==> src/rtl/regfile_mp_pkg.sv <==
// Shared constants and FSM state type for the multi-port register file.
package regfile_pkg;

  localparam int RF_DATA_W = 16;
  localparam int RF_DEPTH  = 32;
  localparam int RF_NUM_RD = 2;
  localparam int RF_NUM_WR = 2;

  typedef enum logic [0:0] {
    RF_CLEAR = 1'b0,
    RF_RUN   = 1'b1
  } rf_state_e;

endpackage

==> src/rtl/regfile_mp_if.sv <==
// Decode/writeback-facing bus of the register file: reads, writes, reservations and status.
interface regfile_mp_if
  import regfile_pkg::*;
#(
  parameter int DATA_W = RF_DATA_W,
  parameter int DEPTH  = RF_DEPTH,
  parameter int ADDR_W = $clog2(DEPTH),
  parameter int NUM_RD = RF_NUM_RD,
  parameter int NUM_WR = RF_NUM_WR
);

  // Handshake: ready is a level, not a per-transfer acknowledge. wr_en[j] and
  // rsv_en act as the valids and take effect on the edge they are sampled,
  // but only while ready is high; in any other cycle they are dropped.
  // Reads have no valid: rd_data always reflects rd_addr of the previous cycle.
  logic                           ready;
  logic [NUM_RD-1:0][ADDR_W-1:0]  rd_addr;
  logic [NUM_RD-1:0][DATA_W-1:0]  rd_data;
  logic [NUM_WR-1:0]              wr_en;
  logic [NUM_WR-1:0][ADDR_W-1:0]  wr_addr;
  logic [NUM_WR-1:0][DATA_W-1:0]  wr_data;
  logic                           rsv_en;
  logic [ADDR_W-1:0]              rsv_addr;
  logic [DEPTH-1:0]               busy;
  logic                           clr_req;

  modport master (
    output rd_addr, wr_en, wr_addr, wr_data, rsv_en, rsv_addr, clr_req,
    input  ready, rd_data, busy
  );

  modport slave (
    input  rd_addr, wr_en, wr_addr, wr_data, rsv_en, rsv_addr, clr_req,
    output ready, rd_data, busy
  );

endinterface

==> src/rtl/regfile_mp_scoreboard.sv <==
// Per-register busy flags: a reservation sets, a write clears, reservation wins on a tie.
module regfile_scoreboard
  import regfile_pkg::*;
#(
  parameter int DEPTH    = RF_DEPTH,
  parameter int ADDR_W   = $clog2(DEPTH),
  parameter int ZERO_REG = 1
) (
  input  logic              clk,
  input  logic              rst,
  input  logic              i_flush,
  input  logic              i_set_en,
  input  logic [ADDR_W-1:0] i_set_addr,
  input  logic [DEPTH-1:0]  i_clr_mask,
  output logic [DEPTH-1:0]  o_busy
);

  logic [DEPTH-1:0] r_busy;
  logic [DEPTH-1:0] w_set_mask;

  always_comb begin
    w_set_mask = '0;
    if (i_set_en) w_set_mask[i_set_addr] = 1'b1;
  end

  always_ff @(posedge clk) begin
    if (rst || i_flush) begin
      r_busy <= '0;
    end else begin
      r_busy <= (r_busy & ~i_clr_mask) | w_set_mask;
      if (ZERO_REG != 0) r_busy[0] <= 1'b0;
    end
  end

  assign o_busy = r_busy;

endmodule

==> src/rtl/regfile_mp.sv <==
// Parametrised multi-port register file with clear sweep, registered reads and busy scoreboard.
// Optional same-cycle write-to-read forwarding is enabled by defining RF_BYPASS_EN.
module regfile_mp
  import regfile_pkg::*;
#(
  parameter int DATA_W   = RF_DATA_W,
  parameter int DEPTH    = RF_DEPTH,
  parameter int ADDR_W   = $clog2(DEPTH),
  parameter int NUM_RD   = RF_NUM_RD,
  parameter int NUM_WR   = RF_NUM_WR,
  parameter int ZERO_REG = 1
) (
  input  logic              clk,
  input  logic              rst,
  regfile_mp_if.slave       bus,
  output rf_state_e         o_dbg_state,
  output logic [ADDR_W-1:0] o_dbg_ptr
);

  localparam logic [0:0] ST_CLEAR = 1'b0;
  localparam logic [0:0] ST_RUN   = 1'b1;

  logic [0:0]                    r_state;
  logic [ADDR_W-1:0]             r_ptr;
  logic [DATA_W-1:0]             r_mem [DEPTH];
  logic [NUM_RD-1:0][DATA_W-1:0] r_rd_data;
  logic [NUM_RD-1:0][DATA_W-1:0] w_rd_val;
  logic [NUM_WR-1:0]             w_wr_act;
  logic [DEPTH-1:0]              w_wr_mask;
  logic [DEPTH-1:0]              w_busy;
  logic                          w_run;
  logic                          w_flush;
  logic                          w_rsv_act;

  // Addresses past the end and the hardwired zero register are never stored.
  function automatic logic addr_ok(input logic [ADDR_W-1:0] a);
    return (32'(a) < DEPTH) && !((ZERO_REG != 0) && (a == '0));
  endfunction

  assign w_run     = (r_state == ST_RUN);
  assign w_flush   = w_run && bus.clr_req;
  assign w_rsv_act = w_run && !bus.clr_req && bus.rsv_en && addr_ok(bus.rsv_addr);

  always_comb begin
    w_wr_act  = '0;
    w_wr_mask = '0;
    for (int j = 0; j < NUM_WR; j++) begin
      w_wr_act[j] = w_run && !bus.clr_req && bus.wr_en[j] && addr_ok(bus.wr_addr[j]);
      if (w_wr_act[j]) w_wr_mask[bus.wr_addr[j]] = 1'b1;
    end
  end

  always_ff @(posedge clk) begin
    if (rst) begin
      r_state <= ST_CLEAR;
      r_ptr   <= '0;
    end else if (r_state == ST_CLEAR) begin
      if (r_ptr == ADDR_W'(DEPTH - 1)) begin
        r_state <= ST_RUN;
        r_ptr   <= '0;
      end else begin
        r_ptr <= r_ptr + 1'b1;
      end
    end else if (bus.clr_req) begin
      r_state <= ST_CLEAR;
      r_ptr   <= '0;
    end
  end

  // Later ports are assigned last, so the highest-index writer wins a collision.
  always_ff @(posedge clk) begin
    if (!rst) begin
      if (r_state == ST_CLEAR) begin
        r_mem[r_ptr] <= '0;
      end else begin
        for (int j = 0; j < NUM_WR; j++) begin
          if (w_wr_act[j]) r_mem[bus.wr_addr[j]] <= bus.wr_data[j];
        end
      end
    end
  end

  always_comb begin
    w_rd_val = '0;
    for (int i = 0; i < NUM_RD; i++) begin
      if (addr_ok(bus.rd_addr[i])) begin
        w_rd_val[i] = r_mem[bus.rd_addr[i]];
`ifdef RF_BYPASS_EN
        for (int j = 0; j < NUM_WR; j++) begin
          if (w_wr_act[j] && (bus.wr_addr[j] == bus.rd_addr[i])) w_rd_val[i] = bus.wr_data[j];
        end
`endif
      end
    end
  end

  always_ff @(posedge clk) begin
    if (rst || !w_run) r_rd_data <= '0;
    else               r_rd_data <= w_rd_val;
  end

  regfile_scoreboard #(
    .DEPTH    (DEPTH),
    .ADDR_W   (ADDR_W),
    .ZERO_REG (ZERO_REG)
  ) u_scoreboard (
    .clk        (clk),
    .rst        (rst),
    .i_flush    (w_flush),
    .i_set_en   (w_rsv_act),
    .i_set_addr (bus.rsv_addr),
    .i_clr_mask (w_wr_mask),
    .o_busy     (w_busy)
  );

  assign bus.ready   = w_run;
  assign bus.rd_data = r_rd_data;
  assign bus.busy    = w_busy;
  assign o_dbg_state = rf_state_e'(r_state);
  assign o_dbg_ptr   = r_ptr;

endmodule

==> src/flat_wrapper.sv <==
// flat-port wrapper written by rule: the top's interface ports become plain ports
module regfile_mp_flat import regfile_pkg::*;
#(
  parameter int DATA_W   = RF_DATA_W,
  parameter int DEPTH    = RF_DEPTH,
  parameter int ADDR_W   = $clog2(DEPTH),
  parameter int NUM_RD   = RF_NUM_RD,
  parameter int NUM_WR   = RF_NUM_WR,
  parameter int ZERO_REG = 1
)
  (clk, rst, o_dbg_state, o_dbg_ptr, bus_rd_addr, bus_wr_en, bus_wr_addr, bus_wr_data, bus_rsv_en, bus_rsv_addr, bus_clr_req, bus_ready, bus_rd_data, bus_busy);
  regfile_mp_if #(.DATA_W(DATA_W), .DEPTH(DEPTH), .ADDR_W(ADDR_W), .NUM_RD(NUM_RD), .NUM_WR(NUM_WR)) bus_i ();
  input  logic clk;
  input  logic rst;
  output rf_state_e o_dbg_state;
  output logic [ADDR_W-1:0] o_dbg_ptr;
  input wire logic [$bits(bus_i.rd_addr)-1:0] bus_rd_addr;
  input wire logic [$bits(bus_i.wr_en)-1:0] bus_wr_en;
  input wire logic [$bits(bus_i.wr_addr)-1:0] bus_wr_addr;
  input wire logic [$bits(bus_i.wr_data)-1:0] bus_wr_data;
  input wire logic [$bits(bus_i.rsv_en)-1:0] bus_rsv_en;
  input wire logic [$bits(bus_i.rsv_addr)-1:0] bus_rsv_addr;
  input wire logic [$bits(bus_i.clr_req)-1:0] bus_clr_req;
  output wire logic [$bits(bus_i.ready)-1:0] bus_ready;
  output wire logic [$bits(bus_i.rd_data)-1:0] bus_rd_data;
  output wire logic [$bits(bus_i.busy)-1:0] bus_busy;
  assign bus_i.rd_addr = bus_rd_addr;
  assign bus_i.wr_en = bus_wr_en;
  assign bus_i.wr_addr = bus_wr_addr;
  assign bus_i.wr_data = bus_wr_data;
  assign bus_i.rsv_en = bus_rsv_en;
  assign bus_i.rsv_addr = bus_rsv_addr;
  assign bus_i.clr_req = bus_clr_req;
  assign bus_ready = bus_i.ready;
  assign bus_rd_data = bus_i.rd_data;
  assign bus_busy = bus_i.busy;
  regfile_mp #(.DATA_W(DATA_W), .DEPTH(DEPTH), .ADDR_W(ADDR_W), .NUM_RD(NUM_RD), .NUM_WR(NUM_WR), .ZERO_REG(ZERO_REG)) u_core (.clk(clk), .rst(rst), .bus(bus_i), .o_dbg_state(o_dbg_state), .o_dbg_ptr(o_dbg_ptr));
endmodule
==> config.mk <==
export PLATFORM = sky130hd
export DESIGN_NAME = regfile_mp_flat
export DESIGN_NICKNAME = d
export VERILOG_FILES = /design/src/rtl/regfile_mp_pkg.sv /design/src/rtl/regfile_mp_if.sv /design/src/rtl/regfile_mp_scoreboard.sv /design/src/rtl/regfile_mp.sv /design/src/flat_wrapper.sv
export SDC_FILE = /design/constraint.sdc
export NUM_CORES = 1
export LEC_CHECK = 0
export CAP_MARGIN = 15
export CORE_MARGIN = 4
export CORE_UTILIZATION = 27
export DETAILED_ROUTE_END_ITERATION = 8
export RECOVER_POWER = 25
export SLEW_MARGIN = 0
export SYNTH_ARGS = -nofsm -noshare
export SYNTH_HDL_FRONTEND = slang
export SYNTH_SLANG_ARGS = --single-unit
==> constraint.sdc <==
create_clock -name clk -period 4.1 [get_ports clk]
set_input_delay 0.41 -clock clk [delete_from_list [all_inputs] [get_ports clk]]
set_output_delay 0.41 -clock clk [all_outputs]
set_load 0.02 [all_outputs]
==> key figures <==
Clocking
  – Hold_buf cts: 0
  – Post-CTS Setup Inserts: 0
  – CTS Buf Count: 66
  – Longest Clk Path Bufs: 3
  – CTS Root Cell: clkbuf_16
  – Worst-path clk slew: 60 ps
  – Worst skew pair latency: 640 ps
  – TritonCTS clock tree: built
  – H-tree Lvls: 3
  – Post_cts resized: 0
  – Sink Count: 581

Cells and area
  – Share of cells above drive strength 1: 12.00%
  – Area occupied by multi-input gates: 14,610 sq um
  – Register Area: approximately 17,000 sq um
  – Filler cells: 12,100
  – Layout Nets: between 3,000 and 4,000
  – Area delta synth->final: 16.14%
  – Most frequent cells in the layout: 569 x nand2_1, 512 x edfxtp_1, 499 x o21ai_0
  – Leading cell type in the layout, fill and taps excluded: nand2_1

Floorplan
  – # IOs: 134
  – Row cnt: 127
  – Core ar.: between 100,000 and 150,000 sq um
  – Horiz. Die Dim: 355.6 um
  – Die ar.: around 130,000 sq um
  – Die Height: roughly 360 um
  – Initial Util: 27.19%

Pwr
  – Sw Ratio: 23.52%
  – Leak Pwr: 11.64 nW
  – Overall Power: roughly 13 mW
  – Worst VDD drop: 285.3 uV
  – Clock Power Share: a little under half
  – Switching power total: 3.155 mW
  – Pint: 10.26 mW
  – Combinational share of power: under 10%
  – Reg power frac: 47.7%
  – PD cells: 354.0 nW/um^2

Global routing
  – Initial antenna violation count: 18
  – Largest net degree at the start of global routing: 80
  – First-pass GRT wire length: 176,600 um
  – Global route overflow: 0
  – Vias in the first global route: between 20,000 and 25,000
  – Total GRT Usage: 19.06%

Place
  – Dpl hpwl: 83,760 um
  – Port bufs: between 100 and 150
  – Gpl congestion: 0.8909

Status
  – Failing checks: max-capacitance violations, max-slew violations
  – Status: finished with violations

Route
  – Routed via count: roughly 26,000
  – DR WL/cell: 26.44 um
  – Initial DRC count: 3,459
  – Vias per cell: 5.527
  – Pre-Repair DR Iteration Count: 6
  – Remaining antenna violation count: 0
  – DRT Wirelength: 125,400 um
  – Drc violations: 0

Critical path
  – Slowest CP cell: and3_1
  – CP endpoint: u_core.bus.rd_data[30]$_SDFF_PP0_
  – Crit path largest cell delay: 1050 ps
  – Reg-to-reg slack, setup: 520 ps
  – Critical-path maximum fanout: 16
  – R2R Path End: u_core.bus.rd_data[30]$_SDFF_PP0_
  – CP startpoint kind: flip-flop
  – Critical path required time: 4620 ps
  – WP data arrival: 4100 ps
  – Setup crit end kind: flip-flop
  – Reg2reg path depth: 5
  – Crit path from: u_core.bus.ready$_SDFF_PP0_
  – Crit Reg-Reg Startpoint: u_core.bus.ready$_SDFF_PP0_
  – Crit path cell chain: clkbuf_1, nor2b_1, and3_1, nand3_1, nand4_1
  – Critical path class: reg -> reg

STA
  – Slew Limit Headroom: -7.438%
  – Fin Setup TNS: 0 ps
  – Final min period: 3579 ps
  – Post-route clock period utilization: slightly below 90%
  – Final Max Slew Viols: 136
  – FMAX: 279.4 MHz
  – RSZ-0062 raised after global routing: false
  – Worst Tran Pin Value: ~1600 ps
  – Hold Fails Final Rpt: 0
  – Setup violations, final: 0
  – Clock skew: roughly 33 ps

Synth
  – Seq cells post-synth: 581
  – Cell count after synthesis: 3,094
  – Mapped Avg Cell Area: 10.54 sq um
  – Ys flop type: edfxtp_1
  – FFs w/ async S/R, synth: 0%
  – EDFF count, synth: 512
  – Yosys warns: 0
  – Post-synthesis sequential area ratio: slightly above 50%
  – Mapped cell area: 32,620 sq um
  – Synth unique cells: between 40 and 50
  – Syn_nets: 3,159

Flow run
  – Max-cap violations: 4

Worst hold path
  – Hold Crit Class: in -> reg
## cell usage after synthesis (7+ instances only)
master / count / share of area, %
mux2_2: 32 / 1.1
o211ai_1: 30 / 0.69
buf_2: 96 / 1.5
and3_1: 7 / 0.13
nand2b_1: 23 / 0.44
a21oi_1: 37 / 0.57
nor2_1: 23 / 0.26
o21ai_0: 499 / 7.7
nand3_1: 130 / 2.0
o311a_1: 16 / 0.49
dfxtp_1: 69 / 4.2
edfxtp_1: 512 / 47
mux2i_1: 385 / 12
mux4_2: 64 / 4.4
nor2b_1: 21 / 0.40
o22ai_1: 34 / 0.65
clkbuf_1: 221 / 2.5
and2_1: 7 / 0.13
buf_1: 7 / 0.081
nor3_1: 11 / 0.17
nand4_1: 36 / 0.69
a22oi_1: 192 / 4.4
buf_4: 20 / 0.46
nand2_1: 569 / 6.5
## stage by stage
stage | setup WS, ps | area [sq um] | hold WS, ps | util (%) | instances
6_report | 520.9 | 37890 | 148.1 | 31.58 | 4742
5_1_grt | 405.1 | 37880 | 135.0 | 31.57 | 4738
3_5_place_dp | 335.3 | 35820 | 500.3 | 29.85 | 4623
2_1_floorplan | 1221 | 32620 | 557.7 | - | 3094
3_3_place_gp | 391.3 | 35820 | 497.0 | 29.85 | 4623
4_1_cts | 855.7 | 37990 | 101.5 | 31.66 | 4737
## routing by layer
metal  up-vias  track usage (%)  share of wire (%)
met2      1510            29.78                 45
li1      11540                -                  -
met3       259            3.102                9.4
met5         -                0              0.021
met4         4            8.651                5.0
met1     12900            25.96                 41
## cells by family (layout without fill, tap and decap cells)
kind of cell	count (synthesis)	count (layout)	synth area share (%)
mux	482	482	17.38
fa+ha+maj	2	2	0.07670
compound gates	825	825	14.93
buf+inv	350	382	4.649
other cells	1	5	0.01150
simple gates	853	853	11.58
flops	581	581	51.36
## state kept, by name, summed over array words and instances, names as in the netlist
register	count
u_core.u_scoreboard.o_busy	31
u_core.bus.ready	1
u_core.o_dbg_ptr	5
u_core.bus.rd_data	32
u_core.r_mem	512
## critical path: cells and delay by family (launching register included)
kind                   cells  cell delay [ps]
DFF                        1              580
buffers and inverters      1              540
and+or+nand+nor            4             2350
## layout make-up
cell class | count | area share (%)
timing repair buffer | 263 | 6.093
tap | 1612 | 5.323
clock buffer | 83 | 4.716
clock inverter | 31 | 1.017
inverter | 5 | 0.04954
multi-input combinational | 2163 | 38.55
antenna | 4 | 0.02642
sequential | 581 | 44.23
## power by group through the flow
stage	clock (mW)	sequential [mW]	combinational, mW
2_1_floorplan	0	6.53	0.524
3_3_place_gp	0	6.53	0.892
3_5_place_dp	0	6.53	0.893
4_1_cts	6.15	6.40	0.895
5_1_grt	6.38	6.41	0.930
6_report	6.10	6.40	0.908
## how the worst min path moves through the flow
stage / end / cells past startpoint / startpoint / slack [ps]
after floorplan: u_core.u_scoreboard.o_busy[3]$_SDFF_PP0_ / 2 / bus_rsv_addr[1] / 560
after CTS: u_core.o_dbg_ptr[0]$_SDFFE_PP0P_ / 2 / rst / 100
final: u_core.o_dbg_ptr[0]$_SDFFE_PP0P_ / 2 / rst / 150
after detailed placement: u_core.u_scoreboard.o_busy[1]$_SDFF_PP0_ / 2 / u_core.u_scoreboard.o_busy[1]$_SDFF_PP0_ / 500
after global placement: u_core.u_scoreboard.o_busy[1]$_SDFF_PP0_ / 2 / u_core.u_scoreboard.o_busy[1]$_SDFF_PP0_ / 500
after global routing: u_core.o_dbg_ptr[4]$_SDFFE_PP0P_ / 2 / rst / 140
Note: power is estimated with default switching activity, not from simulation.
